File: config.mk
export PLATFORM = sky130hd
export DESIGN_NAME = toy_cycle_ctrl
export DESIGN_NICKNAME = d
export VERILOG_FILES = /design/src/rtl/toy_pkg.sv /design/src/rtl/toy_wait_timer.sv /design/src/rtl/toy_cycle_ctrl.sv
export SDC_FILE = /design/constraint.sdc
export NUM_CORES = 1
export LEC_CHECK = 0
export CAP_MARGIN = 10
export CELL_PAD_IN_SITES_DETAIL_PLACEMENT = 1
export CELL_PAD_IN_SITES_GLOBAL_PLACEMENT = 1
export CORE_MARGIN = 10
export CORE_UTILIZATION = 25
export CTS_CLUSTER_DIAMETER = 120
export DETAILED_ROUTE_END_ITERATION = 8
export PLACE_DENSITY_LB_ADDON = 0.3
export SYNTH_ARGS = -nofsm -noshare
export SYNTH_HDL_FRONTEND = slang
export SYNTH_SLANG_ARGS = --single-unit
File: constraint.sdc
create_clock -name CLK -period 2 [get_ports CLK]
set_input_delay 0.4 -clock CLK [delete_from_list [all_inputs] [get_ports CLK]]
set_output_delay 0.4 -clock CLK [all_outputs]
set_load 0.05 [all_outputs]
File: src/rtl/toy_pkg.sv
// toy_pkg: shared constants and one-hot state type
// for the toy processor instruction-cycle sequencer.
package toy_pkg;

  localparam int NUM_STATES = 6;

  localparam int ST_FETCH  = 0;
  localparam int ST_DECODE = 1;
  localparam int ST_EXEC   = 2;
  localparam int ST_MEM    = 3;
  localparam int ST_WB     = 4;
  localparam int ST_HALT   = 5;

  typedef enum logic [NUM_STATES-1:0] {
    S_FETCH  = 6'b000001,
    S_DECODE = 6'b000010,
    S_EXEC   = 6'b000100,
    S_MEM    = 6'b001000,
    S_WB     = 6'b010000,
    S_HALT   = 6'b100000
  } state_t;

endpackage

File: src/rtl/toy_wait_timer.sv
// toy_wait_timer: counts consecutive not-ready memory
// cycles and flags the last tolerated one.
module toy_wait_timer #(
  parameter int WAIT_MAX = 7
) (
  input  logic clk_i,
  input  logic rst_ni,
  input  logic clr_i,
  input  logic inc_i,
  output logic expire_o
);

  localparam int CW =
    (WAIT_MAX > 0) ? $clog2(WAIT_MAX + 1) : 1;
  localparam logic [CW-1:0] LIM = CW'(WAIT_MAX - 1);

  logic [CW-1:0] cnt_q;
  logic [CW-1:0] cnt_d;

  always_comb begin
    cnt_d = cnt_q;
    if (clr_i) begin
      cnt_d = '0;
    end else if (inc_i) begin
      cnt_d = cnt_q + CW'(1);
    end
  end

  always_ff @(posedge clk_i or negedge rst_ni) begin
    if (!rst_ni) begin
      cnt_q <= '0;
    end else begin
      cnt_q <= cnt_d;
    end
  end

  assign expire_o = (WAIT_MAX > 0) && (cnt_q == LIM);

endmodule

File: src/rtl/toy_cycle_ctrl.sv
// toy_cycle_ctrl: one-hot instruction-cycle sequencer
// owning PC, IR, memory strobes and single-step control.
module toy_cycle_ctrl
  import toy_pkg::*;
#(
  parameter int                ADDR_W   = 8,
  parameter int                DATA_W   = 8,
  parameter logic [ADDR_W-1:0] RESET_PC = '0,
  parameter int                WAIT_MAX = 7
) (
  input  logic                  CLK,
  input  logic                  RESET_N,
  input  logic [DATA_W-1:0]     D_IN,
  input  logic                  MEM_READY,
  input  logic                  OP_IS_HALT,
  input  logic                  OP_IS_JMP,
  input  logic                  OP_IS_MEM,
  input  logic                  OP_IS_STORE,
  input  logic [ADDR_W-1:0]     JMP_ADDR,
  input  logic                  STEP_MODE,
  input  logic                  STEP,
  output logic [NUM_STATES-1:0] S,
  output logic [ADDR_W-1:0]     PC,
  output logic [DATA_W-1:0]     IR,
  output logic                  MEM_EN,
  output logic                  WRITE_EN,
  output logic                  MEM_SEL,
  output logic                  INSTR_DONE,
  output logic                  TIMEOUT
);

  state_t            state_q;
  logic [ADDR_W-1:0] pc_q;
  logic [DATA_W-1:0] ir_q;
  logic              tmo_q;
  logic              done_q;
  logic              access;
  logic              wt_clr;
  logic              wt_inc;
  logic              expire;

  assign access = state_q[ST_FETCH] | state_q[ST_MEM];
  assign wt_clr = ~access | MEM_READY;
  assign wt_inc = access & ~MEM_READY;

  toy_wait_timer #(
    .WAIT_MAX(WAIT_MAX)
  ) u_wait (
    .clk_i   (CLK),
    .rst_ni  (RESET_N),
    .clr_i   (wt_clr),
    .inc_i   (wt_inc),
    .expire_o(expire)
  );

  always_ff @(posedge CLK or negedge RESET_N) begin
    if (!RESET_N) begin
      state_q <= S_FETCH;
      pc_q    <= RESET_PC;
      ir_q    <= '0;
      tmo_q   <= 1'b0;
      done_q  <= 1'b0;
    end else begin
      done_q <= 1'b0;
      unique case (1'b1)
        state_q[ST_FETCH]: begin
          if (MEM_READY) begin
            ir_q    <= D_IN;
            pc_q    <= pc_q + ADDR_W'(1);
            state_q <= S_DECODE;
          end else if (expire) begin
            state_q <= S_HALT;
            tmo_q   <= 1'b1;
          end
        end
        state_q[ST_DECODE]: begin
          state_q <= OP_IS_HALT ? S_HALT : S_EXEC;
        end
        state_q[ST_EXEC]: begin
          if (OP_IS_JMP) begin
            pc_q    <= JMP_ADDR;
            state_q <= S_WB;
            done_q  <= 1'b1;
          end else if (OP_IS_MEM) begin
            state_q <= S_MEM;
          end else begin
            state_q <= S_WB;
            done_q  <= 1'b1;
          end
        end
        state_q[ST_MEM]: begin
          if (MEM_READY) begin
            state_q <= S_WB;
            done_q  <= 1'b1;
          end else if (expire) begin
            state_q <= S_HALT;
            tmo_q   <= 1'b1;
          end
        end
        // step mode parks here until STEP is seen high
        state_q[ST_WB]: begin
          if (!STEP_MODE || STEP) begin
            state_q <= S_FETCH;
          end
        end
        state_q[ST_HALT]: begin
          state_q <= S_HALT;
        end
        default: begin
          state_q <= S_HALT;
        end
      endcase
    end
  end

  assign S          = state_q;
  assign PC         = pc_q;
  assign IR         = ir_q;
  assign TIMEOUT    = tmo_q;
  assign MEM_EN     = RESET_N & access;
  assign MEM_SEL    = RESET_N & state_q[ST_MEM];
  assign WRITE_EN   = RESET_N & state_q[ST_MEM] & OP_IS_STORE;
  assign INSTR_DONE = RESET_N & done_q;

endmodule

==> summary.md <==
| Metric | Value |
|---|---|
| Outcome | complete, no violations |
| Mux cell area share after synthesis | 8.87% |
| Root buffer cell | clkbuf_8 |
| Initial core utilization | 26.2% |
| Worst path max stage delay | 0.83 ns |
| Final Cycle Share | 96.8% |
| Hold wc startpoint | u_wait.cnt_q[0] |
| CP top delay family | buffers and inverters |
| Post-CTS sizing | 0 |
| DRT Pass-1 Iters | 4 |
| Reg-to-Reg Start | S[0] |
| H-tree depth | 1 |
| Area grow syn2layout | 50.7% |
| Layout cells sized above 1 | 19.1% |
| Core area | 5170 sq um |
| Worst EP required | 1.60 ns |
| WL final | 4470 microns |
| Hold EP | u_wait.cnt_q[0] |
| Die height | 93.6 microns |
| Max-slew headroom | 65.3% |
| Mapped cell area | 1350 sq um |
| Startpoint types | flop |
| Largest family of logic cells by synthesized area | simple AND/OR/NAND/NOR gates |
| Num CTS Buffers | 3 |
| Adder-Cell Fraction of Synth Area | 2.77% |
| Clk_skew | 0.00425 ns |
| RD Place Congestion | 0.780 |
| Fin nets | 217 |
| DIE AREA | 8760 sq um |
| Antenna cells | 0 |
| Synth top area cells | dfrtp_1 48%, mux2_2 6.7%, a21oi_1 3.3% |
| Top cell type's share of synthesized area | 48.1% |
| CP Cell Sequence | clkdlybuf4s50_1 |
| Post-Syn Nets | 159 |
| Antenna violations before repair | 0 |
| Syn Inst Count | 131 |
| Hold WC Path Type | reg2reg |
| # fillers | 573 |
| Max-Cap Viols | 0 |
| Compound-Gate Fraction of Synth Area | 12.7% |
| Post-DR vias/cell | 4.79 |
| XOR/XNOR Fraction of Synth Area | 0.647% |
| Final antenna-violating net count | 0 |
| CTS Buffer Depth | 2 |
| DR vias | 1235 |
| Leakage power | 0.899 nW |
| Fin. Hold Viols | 0 |
| Vias in the first global route | 1453 |
| PwrDens | 748 nW/um^2 |
| Post-Syn Area per Cell | 10.3 sq um |
| WHS Path Cells | 1 |
| CP endpoint kind | output pin |
| Drt first-iter violations | 85 |
| Flops & latches, synth | 27 |
| FP Rows | 26 |
| Max VDD drop | 0.402 mV |
| Die X | 93.6 microns |
| Hold buffer count at CTS | 0 |
| CP arrival | 1.54 ns |
| Unrepaired setup endpoints after global routing | false |
| Max Freq | 0.517 GHz |
| Final setup TNS | 0 ns |
| Final worst setup slack | 0.0643 ns |
| IO buf count | 51 |
| CTS tree | built |
| Slowest library cell on the worst path | clkdlybuf4s50_1 |
| Post-CTS Setup Bufs | 0 |
| IO Pins | 52 |
| Pre-CTS setup slack | 0.0834 ns |
| Clock sinks | 27 |
| Total grt overflow | 0 |
| Final setup fails | 0 |
| CTS clk-pin slew, worst paths | 0.10 ns |
| Setup CP Type | reg2out |
| Min Hold Slack | 0.481 ns |
| Post-synthesis sequential area ratio | 50.0% |
| Buf+Inv Stages, Crit Path | 1 |
| Hpwl dp | 3580 microns |
| GRT Total Usage | 10.4% |
| Worst skew pair latency | 0.27 ns |
| Crit Path Max Fanout | 4 |
| Reg2reg end | PC[4] |
| Min Tclk post-route | 1.94 ns |
| Fin. max-slew vios | 0 |
| First-pass GRT wire length | 7360 microns |
| Yosys warning count | 0 |
| Drt drc | 0 |
| Synth Area in Simple Gates | 21.3% |
| Area leader, netlist | dfrtp_1 |
| Worst slew pin tran | 0.518 ns |
| Largest net degree at the start of global routing | 20 |
| FF-to-FF setup slack | 0.26 ns |
| Worst reg2reg path depth | 4 |
| WL/cell | 17.3 microns |
| Library cells used by synthesis | 37 |
## sequential cells by signal (all words and copies together) (netlist names)
register / cells
IR: 8
PC: 8
S: 6
TIMEOUT: 1
done_q: 1
u_wait.cnt_q: 3
## synth_stat cells (all sizes together)
| cell | instances |
|---|---|
| nor3b | 1 |
| and3 | 3 |
| o21a | 1 |
| nand2 | 10 |
| o22a | 1 |
| nor2 | 12 |
| mux2i | 3 |
| nand3 | 8 |
| a211oi | 1 |
| mux2 | 8 |
| nor4 | 1 |
| o211ai | 1 |
| nand2b | 5 |
| o21ai | 3 |
| inv | 3 |
| o22ai | 1 |
| o21bai | 2 |
| nand3b | 2 |
| or4 | 3 |
| xnor2 | 1 |
| clkbuf | 1 |
| a22o | 2 |
| or2 | 1 |
| dfstp | 1 |
| and4 | 1 |
| nand4 | 2 |
| a31oi | 2 |
| o221a | 1 |
| dfrtp | 26 |
| a21oi | 9 |
| nor2b | 4 |
| ha | 3 |
| and2 | 2 |
| a32oi | 2 |
| buf | 4 |
## metrics by stage
| stage | utilization (%) | cell area, sq um | total power [mW] | std cells |
|---|---|---|---|---|
| final | 39.5 | 2040 | 1.53 | 258 |
| after global routing | 39.5 | 2040 | 1.62 | 258 |
| after CTS | 39.5 | 2040 | 1.55 | 258 |
| after detailed placement | 38.5 | 1990 | 1.21 | 254 |
| after global placement | 38.5 | 1990 | 1.19 | 254 |
| after floorplan | - | 1350 | 0.978 | 131 |
## layout by cell type, fill, tap and decap left out, types with 2 or more instances in the layout
cell,Yosys,final
clkdlybuf4s50_1,0,36
dfrtp_1,26,26
buf_4,1,17
nor2_1,12,12
nand2_1,10,10
a21oi_1,9,9
nand3_1,8,8
mux2_2,8,8
nand2b_1,5,5
buf_12,0,5
nor2b_1,4,4
inv_1,3,3
o21ai_0,3,3
and3_1,3,3
mux2i_1,3,3
or4_1,3,3
ha_1,3,3
clkbuf_8,0,3
o21bai_1,2,2
a22o_1,2,2
nand3b_1,2,2
and2_1,2,2
nand4_1,2,2
a31oi_1,2,2
a32oi_1,2,2
## worst max-delay path by stage
| stage | endpoint | slack, ns | startpoint | cells after the start |
|---|---|---|---|---|
| floorplan | PC[3] | 0.10 | S[0] | 6 |
| global placement | PC[3] | 0.12 | OP_IS_JMP | 5 |
| detailed placement | PC[4] | 0.08 | MEM_READY | 5 |
| CTS | S[4] | 0.05 | S[4] | 1 |
| global route | S[4] | 0.003 | S[4] | 1 |
| finish | S[4] | 0.06 | S[4] | 1 |
## cell families after synthesis
family / Yosys count
AO/OA/AOI/OAI: 26
XOR/XNOR: 1
adder cells (fa/ha/maj): 3
buffers and inverters: 8
flip-flops: 27
multiplexers: 11
AND/OR/NAND/NOR: 55
## final cells by class
class                      instances  area (sq um)  share of cell area (%)
multi-input combinational         96           627                    30.7
timing repair buffer              58           588                    28.8
sequential                        27           677                    33.2
clock inverter                     1          8.76                   0.429
clock buffer                       3          41.3                    2.02
inverter                           3          11.3                   0.552
tap                               70          87.6                    4.29
## report_power, final
group / switching, mW / leakage, nW / internal, mW
combinational: 0.329 / 0.534 / 0.209
clock: 0.186 / 0.0261 / 0.146
sequential: 0.0510 / 0.339 / 0.605
total: 0.566 / 0.899 / 0.960
## metal layers
metal	vias to the layer above	routed length (microns)	track usage [%]
met1	617	1840	11.5
met2	31	2330	18.9
met3	2	251	2.64
met5	-	0	0
li1	585	-	-
met4	0	47	3.80
Note: power is estimated with default switching activity, not from simulation.
==> edit, RTL diff (same flow settings) <==
`WAIT_MAX` is set to 7 in 2 places; all go to 8.
--- a/src/rtl/toy_wait_timer.sv
+++ b/src/rtl/toy_wait_timer.sv
@@ -3,3 +3,3 @@
 module toy_wait_timer #(
-  parameter int WAIT_MAX = 7
+  parameter int WAIT_MAX = 8
 ) (
--- a/src/rtl/toy_cycle_ctrl.sv
+++ b/src/rtl/toy_cycle_ctrl.sv
@@ -8,3 +8,3 @@
   parameter logic [ADDR_W-1:0] RESET_PC = '0,
-  parameter int                WAIT_MAX = 7
+  parameter int                WAIT_MAX = 8
 ) (
Behaviour: not the same (Yosys sat finds a counterexample within 10 cycles, from zero or initial values and one cycle with RESET_N low).
==> edit against the unedited design <==
Total power up 22%; design area up 3.2%; critical path type unchanged; routed wire length down 1.3%; final cell count up 2.7%; sequential cell count up 1; worst setup slack better by 73 ps; synthesized cell count up 3.8%; via count up 1.9%; largest power group unchanged; global-route usage down 0.45 points; synthesized area up 3.7%.
==> edit: results (changes against the unedited design) <==
[route]
dr_wl_met3_um = 356  ; was 251 um
wl_met2_um = 2380  ; was 2330 um
drtIter0Drc = 36  ; was 85
routedLengthMet1_um = 1690  ; was 1840 um
wl_um = 4420  ; was 4470 um
firstDrtPassIters = 4  ; unchanged
routed.top_layer = met3  ; was met4
wl_per_cell_um = 16.7  ; was 17.3 um
vias = 1259  ; was 1235

[logic_synthesis]
synthCells = 136  ; was 131
synth.area.top_cells = dfrtp_1 (48%), mux2_2 (7.2%), nor2_1 (4.0%)  ; was dfrtp_1 (48%), mux2_2 (6.7%), a21oi_1 (3.3%)
yosys-top-cells-count = dfrtp_1 (27), nor2_1 (15), mux2_2 (9), nand3_1 (9), nand2_1 (7)  ; was dfrtp_1 (26), nor2_1 (12), nand2_1 (10)
syn-num-nets = 163  ; was 159
ys_types = 34  ; was 37

[setup_path]
worstPathMaxFanout = 2  ; was 4
crit_arrival_ps = 1460  ; was 1540 ps
critPathMaxStageDelay_ps = 810  ; was 830 ps
r2r-end = PC[3]$_DFFE_PN0P_  ; was PC[4]$_DFFE_PN0P_
rrSetupSlack_ps = 300  ; was 260 ps

[global_route]
grt_pass1_wl_um = 7280  ; was 7360 um
grt_max_degree = 21  ; was 20
grt_pass1_vias = 1434  ; was 1453
grt_usage = 0.0999  ; was 0.104

[clock_tree]
post_cts_buffers = 0  ; unchanged
clkLatencyLatePin_ps = 280

[min_path]
min_to = u_wait.cnt_q[0]$_DFF_PN0_  ; unchanged

[power]
vdd_ir_drop_max_mv = 0.736  ; was 0.402 mV
power.net_switching_uw = 683  ; was 566 uW

[run_status]
status = finished clean  ; unchanged

[sta]
clock_skew_ps = 2.19  ; was 4.25 ps
worstMarginPinSlew_ps = 523  ; was 518 ps

[place]
routabilityCongestion = 0.834  ; was 0.780
dp_cells = 261  ; was 254
dpl_worst_slack_ps = 34.2  ; was 83.4 ps
dpl_cell_area_mm2 = 0.00204  ; was 0.00199 mm2
dp_hpwl_um = 3590  ; was 3580 um

[final_layout]
drive_gt1_frac = 0.218  ; was 0.191
num-nets-final = 221  ; was 217

-- edit: changes by cell type after synthesis, sizes merged, moves of 3 or more --
cell / change
a21oi: -3
a22oi: +3
nand2: -3
nor2: +3
-- edit: power groups by stage --
stage                     registers [mW]  logic (mW)  clock network [mW]
final                              0.714       0.700               0.450
after global routing               0.730       0.741               0.496
after CTS                          0.716       0.712               0.464
after detailed placement           0.726       0.708                   0
after global placement             0.719       0.691                   0
after floorplan                     1.00       0.142                   0
-- edit: worst max path at each step --
stage / cells past startpoint / endpoint / slack (ps) / from
detailed placement: 5 / PC[3]$_DFFE_PN0P_ / 30 / OP_IS_JMP
floorplan: 6 / PC[3]$_DFFE_PN0P_ / 120 / S[0]$_DFF_PN1_
CTS: 1 / IR[5] / 110 / IR[5]$_DFFE_PN0P_
finish: 1 / IR[5] / 140 / IR[5]$_DFFE_PN0P_
global route: 1 / IR[5] / 70 / IR[5]$_DFFE_PN0P_
global placement: 5 / PC[5]$_DFFE_PN0P_ / 70 / OP_IS_JMP
-- edit: cell families after synthesis --
family                     after synthesis  synth area share
and+or+nand+nor                         59             0.217
buffers and inverters                    9            0.0401
AOI/OAI and AO/OA                       23             0.111
muxes                                   13             0.101
DFF                                     28             0.500
adders and majority gates                2            0.0178
xor gates and xnor gates                 2            0.0125
-- edit: area by class of cell --
type / instances / area (um2)
fill: 604 / 3370
clock buffer: 3 / 41.3
inverter: 4 / 15.0
tap: 72 / 90.1
timing repair buffer: 58 / 581
clock inverter: 1 / 30.0
sequential: 28 / 702
multi-input combinational: 99 / 648
-- edit: per-layer routing --
layer  vias up  global-route usage
met5         -                   0
met4         0             0.00374
met3         0              0.0460
met2        36               0.180
met1       629               0.111
li1        594                   -
-- edit: stage by stage --
| stage | hold WS (ps) | utilization |
|---|---|---|
| 3_5_place_dp | 465 | 0.372 |
| 3_3_place_gp | 445 | 0.372 |
| 6_report | 483 | 0.385 |
| 5_1_grt | 501 | 0.385 |
| 4_1_cts | 491 | 0.385 |
| 2_1_floorplan | 104 | - |
